--- src/rtl/dec_issue_stage.sv ---
`default_nettype none
// ============================================================================
// Module   : dec_issue_stage
// Purpose  : Decode/issue pipeline stage with a register scoreboard.
//            Holds back instructions that hit RAW/WAW hazards on outstanding
//            writes. Forwards same-cycle writeback data into the issued
//            operands. Provides a one-entry output register with a
//            valid/ready handshake and a saturating hazard-stall counter.
// Ports    : clk, rst (async, active-low)
//            in_valid/in_ready, in_pc, in_src1, in_src2, in_dest, in_wb
//            rf_src1/rf_src2 -> register file, rf_reg1/rf_reg2 <- data
//            wb_en, wb_dest, wb_val    writeback from later stages
//            out_valid/out_ready, out_pc, out_op1, out_op2, out_dest, out_wb
//            flush, stall_cnt
// Revision : 1.0 - initial release
// ============================================================================
module dec_issue_stage #(
   parameter int XLEN = 32,
   parameter int CNTW = 16
) (
   input  logic            clk,
   input  logic            rst,
   input  logic            in_valid,
   output logic            in_ready,
   input  logic [XLEN-1:0] in_pc,
   input  logic [4:0]      in_src1,
   input  logic [4:0]      in_src2,
   input  logic [4:0]      in_dest,
   input  logic            in_wb,
   output logic [4:0]      rf_src1,
   output logic [4:0]      rf_src2,
   input  logic [XLEN-1:0] rf_reg1,
   input  logic [XLEN-1:0] rf_reg2,
   input  logic            wb_en,
   input  logic [4:0]      wb_dest,
   input  logic [XLEN-1:0] wb_val,
   output logic            out_valid,
   input  logic            out_ready,
   output logic [XLEN-1:0] out_pc,
   output logic [XLEN-1:0] out_op1,
   output logic [XLEN-1:0] out_op2,
   output logic [4:0]      out_dest,
   output logic            out_wb,
   input  logic            flush,
   output logic [CNTW-1:0] stall_cnt
);

   logic [31:0] r_pend;
   logic [31:0] w_pend_nxt;
   logic        w_byp1;
   logic        w_byp2;
   logic        w_raw;
   logic        w_waw;
   logic        w_hazard;
   logic        w_issue;

   assign rf_src1 = in_src1;
   assign rf_src2 = in_src2;

   // A writeback landing this cycle satisfies a RAW dependency because its
   // data is forwarded straight into the operand register.
   assign w_byp1 = wb_en & (wb_dest == in_src1);
   assign w_byp2 = wb_en & (wb_dest == in_src2);

   assign w_raw = in_valid & ((r_pend[in_src1] & ~w_byp1) |
                              (r_pend[in_src2] & ~w_byp2));
   // WAW is not lifted by a same-cycle writeback: the outstanding write must
   // retire before a new writer to the same index can be tracked.
   assign w_waw    = in_valid & in_wb & r_pend[in_dest];
   assign w_hazard = w_raw | w_waw;

   assign in_ready = (~out_valid | out_ready) & ~w_hazard & ~flush;
   assign w_issue  = in_valid & in_ready;

   // Clear on writeback first, then set on issue, so a set to the same index
   // takes priority.
   always_comb begin
      w_pend_nxt = r_pend;
      if (wb_en) begin
         w_pend_nxt[wb_dest] = 1'b0;
      end
      if (w_issue & in_wb) begin
         w_pend_nxt[in_dest] = 1'b1;
      end
   end

   always_ff @(posedge clk or negedge rst) begin
      if (!rst) begin
         r_pend <= '0;
      end else if (flush) begin
         r_pend <= '0;
      end else begin
         r_pend <= w_pend_nxt;
      end
   end

   // Output register: loads on issue, drains when consumed, otherwise holds.
   // Flush only kills the valid bit; payload fields keep their last values.
   always_ff @(posedge clk or negedge rst) begin
      if (!rst) begin
         out_valid <= 1'b0;
         out_pc    <= '0;
         out_op1   <= '0;
         out_op2   <= '0;
         out_dest  <= '0;
         out_wb    <= 1'b0;
      end else if (flush) begin
         out_valid <= 1'b0;
      end else if (w_issue) begin
         out_valid <= 1'b1;
         out_pc    <= in_pc;
         out_op1   <= w_byp1 ? wb_val : rf_reg1;
         out_op2   <= w_byp2 ? wb_val : rf_reg2;
         out_dest  <= in_dest;
         out_wb    <= in_wb;
      end else if (out_ready) begin
         out_valid <= 1'b0;
      end
   end

   // Counts only scoreboard hazards; downstream backpressure is not a stall.
   always_ff @(posedge clk or negedge rst) begin
      if (!rst) begin
         stall_cnt <= '0;
      end else if (w_hazard & ~flush & ~(&stall_cnt)) begin
         stall_cnt <= stall_cnt + {{(CNTW-1){1'b0}}, 1'b1};
      end
   end

endmodule
`default_nettype wire

--- config.mk ---
export PLATFORM = sky130hd
export DESIGN_NAME = dec_issue_stage
export DESIGN_NICKNAME = d
export VERILOG_FILES = /design/src/rtl/dec_issue_stage.sv
export SDC_FILE = /design/constraint.sdc
export NUM_CORES = 1
export LEC_CHECK = 0
export ABC_AREA = 0
export BUFFER_PORTS_ARGS = -buffer_cell sky130_fd_sc_hd__buf_2
export CAP_MARGIN = 20
export CORE_MARGIN = 3
export CORE_UTILIZATION = 50
export DETAILED_ROUTE_END_ITERATION = 16
export PLACE_DENSITY_LB_ADDON = 0.12
export SYNTH_ARGS = -nofsm -noshare
export SYNTH_HDL_FRONTEND = slang
export SYNTH_SLANG_ARGS = --single-unit
--- constraint.sdc ---
create_clock -name clk -period 4.05 [get_ports clk]
set_clock_uncertainty 0.05 [all_clocks]
set_input_delay 0.81 -clock clk [delete_from_list [all_inputs] [get_ports clk]]
set_output_delay 0.81 -clock clk [all_outputs]
set_load 0.02 [all_outputs]
==> qor.yml <==
drtAntennaViolNets: 0
status: "completed"
dr.pass1.iters: 5
drtIter0Drc: 460
slew_headroom: 0.5477
worst_ep_required_time_ps: 3190
synth_cell_types: 41
clkPwrFrac: 0.325
synth_xor_area_frac: 0.02810
vias: 6634
dp_slack_ps: 116.2
fp-row-count: 44
track_usage: 0.2569
worstMarginPinSlew_ps: 672.2
antenna_found_initial: 2
ys_top_cells_by_area: "dfrtp_1, mux2i_1, mux2_2"
power_switching_w: 0.001695
clock_sinks: 151
core_area_sq_um: 14860
grt_max_degree: 113
cts_root_buf: "clkbuf_16"
final_nets: 1141
syn-num-nets: 880
dieHeight_microns: 130.8
ys_seq_area_frac: 0.4850
synthAdderAreaFrac: 0.001606
rsz0062_at_grt: "no"
min_period_ps: 3925
synth_top_family_by_area: "multiplexers"
r2r_slack_ps: 850
crit_fanout: 10
fmax_mhz: 254.8
path_common_cell: "buf_2"
routed_wl_mm: 22.35
synth_common_cells: "dfrtp_1, mux2i_1, nor2_1"
synth_compound_area_frac: 0.09154
fin_setup_tns_ps: 0
setup_viol: 0
yosysTopAreaCellShare: 0.4850
slew_viol_final: 0
grt_pass1_vias: 6379
place_congestion: 0.8976
ys_async_sr_fraction: 1.000
final_cell_count_no_fill: 1183
synth-edff-count: 0
drive_gt1_frac: 0.3988
cts_tree: "done"
swShare: 0.3366
design_area_sq_um: 9946
synth.most_common_cell: "dfrtp_1"
synthCells: 724
synth_area_per_cell_sq_um: 10.76
area_growth_pct: 27.65
h-tree-depth: 4
grt_pass1_wl_mm: 34.04
io_buffers: 284
num_io_pins: 285
postCtsSetupBuffers: 0
clk_latency_ps: 420
synth_area_sq_um: 7791
power_frac_comb: 0.279
cp.arrival_ps: 3070
maxCapViolations: 0
slowest_stage: "mux4_2"
max_stage_delay_ps: 550
synthMuxAreaShare: 0.2118
power.internal_w: 0.003340
die_x_microns: 130.8
layout_setup_ws_ps: 124.9
via_per_inst: 5.608
placed_area_sq_um: 9323
critical_path.cell_chain: "buf_2 > mux4_2 > mux2_2 > nor3b_1 > nor4_1 > a211oi_2 > nor2b_1 > nor3b_2 > buf_2"
p_seq_frac: 0.395
worst_hold_path_type: "primary input to async pin"
synthSimpleGateAreaFrac: 0.1434
dp_cells: 1150
leakage_nw: 4.483
wl_per_cell_microns: 18.90
numCtsBuffers: 17
die_area_sq_um: 17120
cp-end-kind: "primary output"
cp-start-kind: "primary input"
start_util: 0.5242
drc: 0
hold_viol: 0
ys_warn_count: 0
setup.worst_path.class: "primary input to primary output"
pwr_density_cell_nw_per_um2: 506.2
yosys_register_bits: 151
dp_hpwl_mm: 16.05
path_clk_slew_ps: 60
synthFlopType: "dfrtp_1"
cts_buffer_depth: 2
yosys.area.top_type: "dfrtp_1"
overflow: 0
vdd_drop_max_v: 0.0004490
fin_crit_sh: 0.9692
==> registers in the layout, indices dropped and copies added, names as in the netlist <==
register and cells:
out_op1 32, stall_cnt 16, out_dest 5, out_valid 1, out_wb 1, out_op2 32, out_pc 32, r_pend 32
==> power groups by stage <==
stage	combinational, W	sequential (W)	clock [W]
after floorplan	0.000442	0.00241	0
after global routing	0.00152	0.00203	0.00174
after global placement	0.00140	0.00200	0
after detailed placement	0.00142	0.00201	0
final	0.00141	0.00199	0.00164
after CTS	0.00142	0.00199	0.00167
==> area by class of cell <==
class / instances / area, sq um
Fill cell: 1216 / 4918
Timing Repair Buffer: 300 / 1588
Tap cell: 184 / 230.2
Clock inverter: 13 / 168.9
Clock buffer: 19 / 442.9
Antenna cell: 1 / 2.502
Sequential cell: 151 / 3779
Inverter: 1 / 3.754
Multi-Input combinational cell: 514 / 3731
==> cell families (layout without fill, tap and decap cells) <==
| logic type | count (synthesis) | in the layout |
|---|---|---|
| other | 0 | 1 |
| and+or+nand+nor | 216 | 216 |
| AOI/OAI and AO/OA | 130 | 130 |
| muxes | 142 | 142 |
| xor gates and xnor gates | 25 | 25 |
| DFF | 151 | 151 |
| adders and majority gates | 1 | 1 |
| buffers and inverters | 59 | 333 |
==> what timing repair did <==
action / 4_1_cts / 5_1_grt
hold buffers: 0 / 0
resized for setup: 0 / 3
setup endpoints to repair: 0 / 1
==> layer usage <==
layer | wire length (microns) | vias up | GRT usage | share of wire
li1 | - | 3107 | - | -
met3 | 1917 | 45 | 0.07561 | 0.086
met1 | 9340 | 3150 | 0.3524 | 0.42
met2 | 10640 | 330 | 0.4035 | 0.48
met5 | 7 | - | 0 | 0.00031
met4 | 448 | 2 | 0.06655 | 0.020
==> layout by cell type (no fill, tap or decap), types with 17 or more instances in the layout <==
cell type and count:
buf_2 282, clkbuf_16 17, xor2_1 23, mux2i_1 85, nor2b_1 23, a21oi_1 64, o21ai_0 49, mux2_2 43
nand3b_1 25, dfrtp_1 151, nor2_1 71, nand2_1 33
==> path summary, 6_finish.rpt <==
kind	from	endpoint	depth (start not counted)
hold reg to reg	stall_cnt[5]	stall_cnt[5]	1
setup / recovery	in_src1[1]	in_ready	9
setup reg to reg	r_pend[16]	out_pc[4]	7
hold / removal	rst	r_pend[29]	1
max in group asynchronous	rst	out_dest[3]	2
min in group clk	stall_cnt[5]	stall_cnt[5]	1
==> worst max-delay path, delay by kind of cell <==
kind                   cells  cell delay (ps)
muxes                      2              830
and+or+nand+nor            4              610
buffers and inverters      2              470
AOI/OAI and AO/OA          1              330
==> per-stage QoR <==
| step | total power (W) | hold WS, ps | util |
|---|---|---|---|
| after CTS | 0.005087 | 335.4 | 0.6684 |
| after global placement | 0.003402 | 430.4 | 0.6272 |
| after detailed placement | 0.003430 | 440.1 | 0.6272 |
| final | 0.005035 | 302.7 | 0.6691 |
| after global routing | 0.005292 | 349.9 | 0.6691 |
| after floorplan | 0.002850 | 457.2 | - |
Note: power is estimated with default switching activity, not from simulation.
